`src/rtl/mem_ram_rom_pkg.sv`:
```
// Shared state encoding and helpers for the RAM/ROM controller.
package mem_ram_rom_pkg;

   typedef enum logic [1:0] {CLEAR, IDLE, RESP} state_t;

   // Constant ROM image: each word holds its own index, truncated to data_w bits.
   function automatic logic [31:0] rom_word(input int unsigned i, input int unsigned data_w);
      logic [63:0] w_mask;
      w_mask = (64'd1 << data_w) - 64'd1;
      return 32'(64'(i) & w_mask);
   endfunction

   // Even parity: the bit that makes data plus parity hold an even count of ones.
   function automatic logic parity(input logic [31:0] data);
      return ^data;
   endfunction

endpackage

```
`src/rtl/mem_ram_bank.sv`:
```
// Single-port synchronous RAM bank with registered read; contents are not reset.
module mem_ram_bank #(
   parameter int WIDTH = 8,
   parameter int DEPTH = 8,
   localparam int ADDR_W = $clog2(DEPTH)
) (
   input  logic              clk,
   input  logic              i_en,
   input  logic              i_we,
   input  logic [ADDR_W-1:0] i_addr,
   input  logic [WIDTH-1:0]  i_wdata,
   output logic [WIDTH-1:0]  o_rdata
);

   logic [WIDTH-1:0] r_mem [DEPTH];

   // Read data only moves on an enabled read, so it stays stable while a response is held.
   always_ff @(posedge clk) begin
      if (i_en) begin
         if (i_we) r_mem[i_addr] <= i_wdata;
         else      o_rdata       <= r_mem[i_addr];
      end
   end

endmodule

```
`src/rtl/mem_ram_rom_ctrl.sv`:
```
// ROM + RAM bank behind a valid/ready request/response pair, with a RAM clear sweep after reset.
// Optional RAM parity storage and checking is enabled by defining MEM_PARITY_EN.
module mem_ram_rom_ctrl
   import mem_ram_rom_pkg::*;
#(
   parameter int DATA_W = 8,
   parameter int DEPTH = 8,
   localparam int ADDR_W = $clog2(DEPTH)
) (
   input  logic              clk,
   input  logic              rst,
`ifdef MEM_PARITY_EN
   input  logic              inject_perr,
`endif
   input  logic              req_valid,
   output logic              req_ready,
   input  logic              req_we,
   input  logic              req_cs,
   input  logic [ADDR_W-1:0] req_addr,
   input  logic [DATA_W-1:0] req_wdata,
   output logic              resp_valid,
   input  logic              resp_ready,
   output logic [DATA_W-1:0] resp_data,
   output logic              resp_err,
   output logic              busy
);

`ifdef MEM_PARITY_EN
   localparam int RAM_W = DATA_W + 1;
`else
   localparam int RAM_W = DATA_W;
`endif
   localparam logic [ADDR_W:0]   LP_DEPTH = (ADDR_W+1)'(DEPTH);
   localparam logic [ADDR_W-1:0] LP_LAST  = ADDR_W'(DEPTH - 1);

   state_t            r_state;
   logic [ADDR_W-1:0] r_cnt;
   logic              r_req_ready, r_resp_valid, r_resp_err, r_busy, r_rd_ram;
   logic [DATA_W-1:0] r_resp_data;

   logic              w_accept, w_in_range, w_ram_en, w_ram_we, w_perr;
   logic [ADDR_W-1:0] w_ram_addr;
   logic [DATA_W-1:0] w_ram_data, w_rom_data;
   logic [RAM_W-1:0]  w_ram_wdata, w_ram_rdata;

   assign w_accept   = req_valid & r_req_ready;
   assign w_in_range = {1'b0, req_addr} < LP_DEPTH;
   assign w_rom_data = DATA_W'(rom_word(32'(req_addr), DATA_W));

   always_comb begin
      w_ram_en   = 1'b0;
      w_ram_we   = 1'b0;
      w_ram_addr = req_addr;
      w_ram_data = req_wdata;
      if (r_state == CLEAR) begin
         w_ram_en   = 1'b1;
         w_ram_we   = 1'b1;
         w_ram_addr = r_cnt;
         w_ram_data = '0;
      end else if (w_accept && !req_cs && w_in_range) begin
         w_ram_en = 1'b1;
         w_ram_we = req_we;
      end
   end

`ifdef MEM_PARITY_EN
   assign w_ram_wdata = {parity(32'(w_ram_data)) ^ inject_perr, w_ram_data};
   assign w_perr      = w_ram_rdata[DATA_W] != parity(32'(w_ram_rdata[DATA_W-1:0]));
`else
   assign w_ram_wdata = w_ram_data;
   assign w_perr      = 1'b0;
`endif

   mem_ram_bank #(.WIDTH(RAM_W), .DEPTH(DEPTH)) u_ram (
      .clk     (clk),
      .i_en    (w_ram_en),
      .i_we    (w_ram_we),
      .i_addr  (w_ram_addr),
      .i_wdata (w_ram_wdata),
      .o_rdata (w_ram_rdata)
   );

   always_ff @(posedge clk or posedge rst) begin
      if (rst) begin
         r_state      <= CLEAR;
         r_cnt        <= '0;
         r_req_ready  <= 1'b0;
         r_resp_valid <= 1'b0;
         r_resp_data  <= '0;
         r_resp_err   <= 1'b0;
         r_busy       <= 1'b1;
         r_rd_ram     <= 1'b0;
      end else begin
         case (r_state)
            CLEAR: begin
               r_cnt <= r_cnt + ADDR_W'(1);
               if (r_cnt == LP_LAST) begin
                  r_cnt       <= '0;
                  r_state     <= IDLE;
                  r_busy      <= 1'b0;
                  r_req_ready <= 1'b1;
               end
            end
            IDLE: if (w_accept) begin
               r_state      <= RESP;
               r_req_ready  <= 1'b0;
               r_resp_valid <= 1'b1;
               r_resp_data  <= '0;
               r_resp_err   <= 1'b0;
               r_rd_ram     <= 1'b0;
               if (!w_in_range) begin
                  r_resp_err <= 1'b1;
               end else if (req_cs) begin
                  r_resp_data <= w_rom_data;
                  r_resp_err  <= req_we;
               end else if (req_we) begin
                  r_resp_data <= req_wdata;
               end else begin
                  r_rd_ram <= 1'b1;
               end
            end
            RESP: if (resp_ready) begin
               r_state      <= IDLE;
               r_resp_valid <= 1'b0;
               r_req_ready  <= 1'b1;
            end
            default: r_state <= CLEAR;
         endcase
      end
   end

   // RAM reads come straight from the bank's read register, so resp_* remain register-driven.
   assign resp_data  = r_rd_ram ? w_ram_rdata[DATA_W-1:0] : r_resp_data;
   assign resp_err   = r_resp_err | (r_rd_ram & w_perr);
   assign req_ready  = r_req_ready;
   assign resp_valid = r_resp_valid;
   assign busy       = r_busy;

endmodule

```
`config.mk`:
```
export PLATFORM = sky130hd
export DESIGN_NAME = mem_ram_rom_ctrl
export DESIGN_NICKNAME = d
export VERILOG_FILES = /design/src/rtl/mem_ram_rom_pkg.sv /design/src/rtl/mem_ram_bank.sv /design/src/rtl/mem_ram_rom_ctrl.sv
export SDC_FILE = /design/constraint.sdc
export NUM_CORES = 1
export LEC_CHECK = 0
export ABC_CLOCK_PERIOD_IN_PS = 2600
export BUFFER_PORTS_ARGS = -buffer_cell sky130_fd_sc_hd__buf_2
export CORE_MARGIN = 8
export CORE_UTILIZATION = 48
export CTS_BUF_LIST = sky130_fd_sc_hd__clkbuf_16
export DETAILED_ROUTE_END_ITERATION = 12
export PLACE_DENSITY = 0.74
export SETUP_SLACK_MARGIN = 0.02
export SLEW_MARGIN = 0
export SYNTH_ARGS = -nofsm -noshare
export SYNTH_HDL_FRONTEND = slang
export SYNTH_SLANG_ARGS = --single-unit
```
`constraint.sdc`:
```
create_clock -name clk -period 2.6 [get_ports clk]
set_input_delay 0.52 -clock clk [delete_from_list [all_inputs] [get_ports clk]]
set_output_delay 0.52 -clock clk [all_outputs]
set_load 0.05 [all_outputs]
```
======== Word level (Yosys, flattened, before mapping) ========
Memory sizes are Yosys's and may differ from the RTL's. A register that Yosys moved wholly into a read port is not among the register bits.
Cells that the tools add are included.
cells by class
  add/subtract/negate cells ............... 1
  equality and inequality tests ........... 6
  multiplexer cells ....................... 27
  bitwise logic cells ..................... 2
  reductions and logical operators ........ 11
operator list
  operator             number
  $mux 8               4
  $mux 1               15
  $mux 2               3
  $mux 3               2
  $pmux 2 s3           1
  $reduce_and 2->1     3
  $reduce_and 3->1     2
  $ne 2x2->1 const B   2
  $reduce_and 4->1     1
  $add 3x1->3 const B  1
  $eq 3x3->1 const B   1
  $pmux 1 s3           1
  $reduce_bool 3->1    1
  $eq 2x1->1 const B   1
  $eq 2x2->1 const B   1
  $logic_not 2->1      1
  $ne 2x1->1 const B   1
  $pmux 1 s2           1
  $reduce_bool 2->1    1
  $and 1x1->1          1
  $logic_and 1x1->1    1
  $logic_not 1->1      1
  $not 1->1            1
word-level totals
  register bits ........................... 18
  bits in writable memories ............... 64
  bits of input ports ..................... 17
  memories kept ........................... 1
memory list
  memory       words  bits a word  read ports  clocked after memory_dff  write ports  RTL line            source
  u_ram.r_mem  8      8            1           1                         1            mem_ram_bank.sv:15  logic [WIDTH-1:0] r_mem [DEPTH];

======== Logic depth before layout (Yosys ltp) ========
  word-level depth ........................ 7
  mapped depth ............................ 6
  mapped depth without buffers ............ 4

======== Hierarchy ========
A second synthesis with hierarchy kept.
second synthesis, totals
  cells, all modules ...................... 228
  area, all modules ....................... 3888.7 um^2
by module, submodules not included
  module            times used  cells each  area an instance (um^2)  seq. area each (um^2)
  mem_ram_bank      1           124         2786.4                   2162.1
  mem_ram_rom_ctrl  1           104         1102.3                   451.7

======== Worst setup path after synthesis ========
Ideal clock, no wire load.
  path kind ............................... input to register
  start ................................... input req_we
  end ..................................... memory u_ram.r_mem[6][0], enable pin
  setup time .............................. 370 ps
  data arrival time ....................... 1692 ps
  required time ........................... 2230 ps
  slack ................................... 538 ps
  stages .................................. 5
  buffers on the path ..................... 1
  cells stage by stage .................... nor2b_1 > clkbuf_1 > inv_1 > o32a_1 > nor2_1
on the way
  longest elaborated chain between the ends .. 5
ends and longest elaborated chain
  element                       RTL line                source
  start, declared               mem_ram_rom_ctrl.sv:17  input logic req_we,
  $mux 1                        mem_ram_rom_ctrl.sv:60  end else if (w_accept && !req_cs && w_in_range) begin
  $mux 1                        mem_ram_rom_ctrl.sv:55  if (r_state == CLEAR) begin
  $mux 1                        mem_ram_bank.sv:20      if (i_we) r_mem[i_addr] <= i_wdata;
  $mux 1                        mem_ram_bank.sv:19      if (i_en) begin
  $mux 1 (not written as such)  mem_ram_bank.sv:20
  end, declared                 mem_ram_bank.sv:15
Every way passes these cells.

======== Final worst setup path ========
  start ................................... register r_state[1]
  end ..................................... register u_ram.o_rdata[3] (read register of u_ram.r_mem) (data pin)
on the way
  longest elaborated chain between the ends .. 4
  elaborated cells between the ends (all ways) .. 6
ends and longest elaborated chain
  element                            RTL line                 source
  start, declared                    mem_ram_rom_ctrl.sv:36   state_t r_state;
  start signal, assigned             mem_ram_rom_ctrl.sv:85   r_state <= CLEAR;
  start signal, assigned             mem_ram_rom_ctrl.sv:99   r_state <= IDLE;
  start signal, assigned             mem_ram_rom_ctrl.sv:105  r_state <= RESP;
  $logic_not 2->1 *                  mem_ram_rom_ctrl.sv:55
  $mux 1                             mem_ram_rom_ctrl.sv:55
  $not 1->1 (no source line)         --
  $reduce_and 2->1 (no source line)  --
  end, declared                      mem_ram_bank.sv:12       output logic [WIDTH-1:0] o_rdata
Every way passes the cells marked *; elsewhere a longest branch is shown, timed or not.
A chain may end at the register's enable or synchronous reset.

==> flow_metrics.tcl <==
set metrics [dict create \
    dpl_cell_area_um2 4280 \
    drv_cap 0 \
    initial_core_util 0.489 \
    cts_tree "yes" \
    ys_top_cells_by_count "edfxtp_1, o21ai_0, a21oi_1, nand3_1, nand2_1" \
    fill_cells 681 \
    io_buffers 28 \
    power.density_nw_per_um2 1260 \
    synth_area_um2 3960 \
    grt_max_degree 34 \
    wl_um 8800 \
    relSlewSlack 0.374 \
    grt_first_pass_wirelength_um 13900 \
    rrSetupSlack_ns 0.19 \
    p_comb_frac 0.386 \
    crit_end "u_ram.o_rdata[3]" \
    startpoint_type "register" \
    setup_violations 0 \
    synthFlopType "edfxtp_1" \
    yosysWarnings 0 \
    cts-htree-levels 3 \
    core_region_area_um2 8090 \
    routed_via_density 5.93 \
    worst_slew_pin_slew_ns 0.939 \
    fin_tns_setup_ns 0 \
    ant_nets 0 \
    p_clk_frac 0.218 \
    internal_power_uw 3540 \
    worst_setup_path_end_kind "register" \
    ctsHoldBuffers 0 \
    clock-skew-final_ns 0.00716 \
    drive_gt1_frac 0.222 \
    multi_input_area_um2 1220 \
    syn_area_per_cell_um2 12.4 \
    route.met2.wl_um 4090 \
    reg2regPathDepth 4 \
    max_freq_mhz 416 \
    p_total_uw 5760 \
    firstDrtPassIters 5 \
    rsz0062_at_grt "false" \
    postCtsSetupRepairBufs 0 \
    cts_inserted_buffers 9 \
    hold_path_class "input port to asynchronous set/reset pin" \
    gp_congestion 0.874 \
    antenna_found_initial 0 \
    clk_pin_slew_ns 0.06 \
    synth_top_cell_by_area "edfxtp_1" \
    startpoint "r_state[1]" \
    synth.distinct_cells 38 \
    drcViolationCount 0 \
    antenna_cells 0 \
    fin_nets 374 \
    fin_area_um2 4570 \
    die_area_um2 11400 \
    grt_pass1_vias 2626 \
    wl_per_cell_um 18.9 \
    synth-edff-count 72 \
    outcome "complete, no violations" \
    syn_to_final_growth_pct 15.4 \
    clkLatencyLatePin_ns 0.34 \
    row_count 33 \
    met1_length_um 3700 \
    r2r-start "r_state[1]" \
    dpl.hpwl_um 5860 \
    async_flop_share 0.200 \
    drtIter0Drc 291 \
    synth.top_cell.area_share 0.546 \
    cts-resized-gates 0 \
    cts.sinks 90 \
    r2r_end "u_ram.o_rdata[3]" \
    worst_ep_required_time_ns 2.67 \
    p_sw_frac 0.385 \
    yosysMostFrequentCell "edfxtp_1" \
    synth_cells 319 \
    gr-total-overflow 0 \
    dieWidth_um 107 \
    ir_drop_uv 438 \
    ys_seq_area_frac 0.661 \
    p_seq_frac 0.397 \
    syn_nets 338 \
    drv_slew 0 \
    path_max_fanout 11 \
    highest_layer "met4" \
    switchingPower_uw 2210 \
    synth-seq-cells 90 \
    pin_count 29 \
    die_h_um 107 \
    grt.total_usage 0.159 \
    p_leak_uw 0.00172 \
    clockBufferDepth 2 \
    regArea_um2 2610 \
    route.met3.wl_um 793 \
    cp.arrival_ns 2.47 \
    critical_path_class "register to register" \
    min_period_ns 2.41 \
    vias 2757 \
    fin_crit_sh 0.925 \
    hold_violations 0 \
    cts-root-buf "clkbuf_16" \
    synth.area.top_cells "edfxtp_1, dfrtp_1, o21ai_0" \
]
## how the worst min path moves through the flow
stage	cells past startpoint	slack (ns)	from	end
after floorplan	2	0.45	r_resp_data[0]	r_resp_data[0]
after global placement	2	0.46	r_resp_data[4]	r_resp_data[4]
after detailed placement	2	0.47	r_resp_data[4]	r_resp_data[4]
after CTS	2	0.31	rst	r_cnt[2]
after global routing	2	0.34	rst	r_resp_data[1]
final	2	0.29	rst	r_resp_data[1]
## power by group through the flow
stage / logic (uW) / clock network, uW / registers, uW
finish: 2220 / 1250 / 2280
global route: 2420 / 1330 / 2320
CTS: 2210 / 1270 / 2280
detailed placement: 2200 / 0 / 2310
global placement: 2150 / 0 / 2290
floorplan: 1590 / 0 / 2290
## per-stage QoR
step | utilization | setup WS (ns) | instances | hold WS, ns
global placement | 0.529 | 0.283 | 449 | 0.458
finish | 0.564 | 0.195 | 465 | 0.289
detailed placement | 0.529 | 0.231 | 449 | 0.470
CTS | 0.564 | 0.220 | 465 | 0.312
global route | 0.564 | 0.0810 | 465 | 0.340
floorplan | - | 0.538 | 319 | 0.446
## routing by layer
| layer | vias to the layer above | global-route usage |
|---|---|---|
| met5 | - | 0 |
| li1 | 1268 | - |
| met1 | 1323 | 0.207 |
| met2 | 146 | 0.240 |
| met3 | 20 | 0.0450 |
| met4 | 0 | 0.0744 |
## placed cells by master, fill, tap and decap left out, types with 2 or more instances in the layout
cell type	instances
dfrtp_1	17
nand3_2	6
edfxtp_1	72
a31oi_4	4
o21ai_0	46
buf_4	17
nand2_1	26
nand3_1	27
a22oi_1	4
inv_1	8
mux2_2	8
nor4b_1	2
buf_2	28
a21oi_1	34
nor3_1	2
and2_1	8
or4_1	8
nor2_1	9
clkbuf_16	9
ha_1	2
## logic make-up after synthesis
group | Yosys count | share of synthesized area
multiplexers | 8 | 0.0228
AND/OR/NAND/NOR | 98 | 0.136
buffers and inverters | 27 | 0.0326
adder cells (fa/ha/maj) | 2 | 0.00632
flip-flops | 90 | 0.661
AO/OA/AOI/OAI | 94 | 0.142
## sequential cells by signal (all words and copies together) (netlist names)
| register | flops |
|---|---|
| resp_err | 1 |
| u_ram.r_mem | 64 |
| req_ready | 1 |
| r_state | 2 |
| r_resp_data | 8 |
| resp_valid | 1 |
| u_ram.o_rdata | 8 |
| r_rd_ram | 1 |
| busy | 1 |
| r_cnt | 3 |
## worst max-delay path: stages, from the launching register on
cell,delay [ns]
dfrtp_1,0.50
or2_1,0.48
a31oi_4,0.48
a21oi_1,0.12
or4_1,0.54
## area by class of cell
class	instances	share of cell area
clock buffers	9	0.0493
clock inverters	7	0.0137
inverters	6	0.00493
multi-input cells	202	0.268
flip-flops and latches	90	0.572
well taps	105	0.0288
repair buffers	46	0.0630
Note: power is estimated with default switching activity, not from simulation.
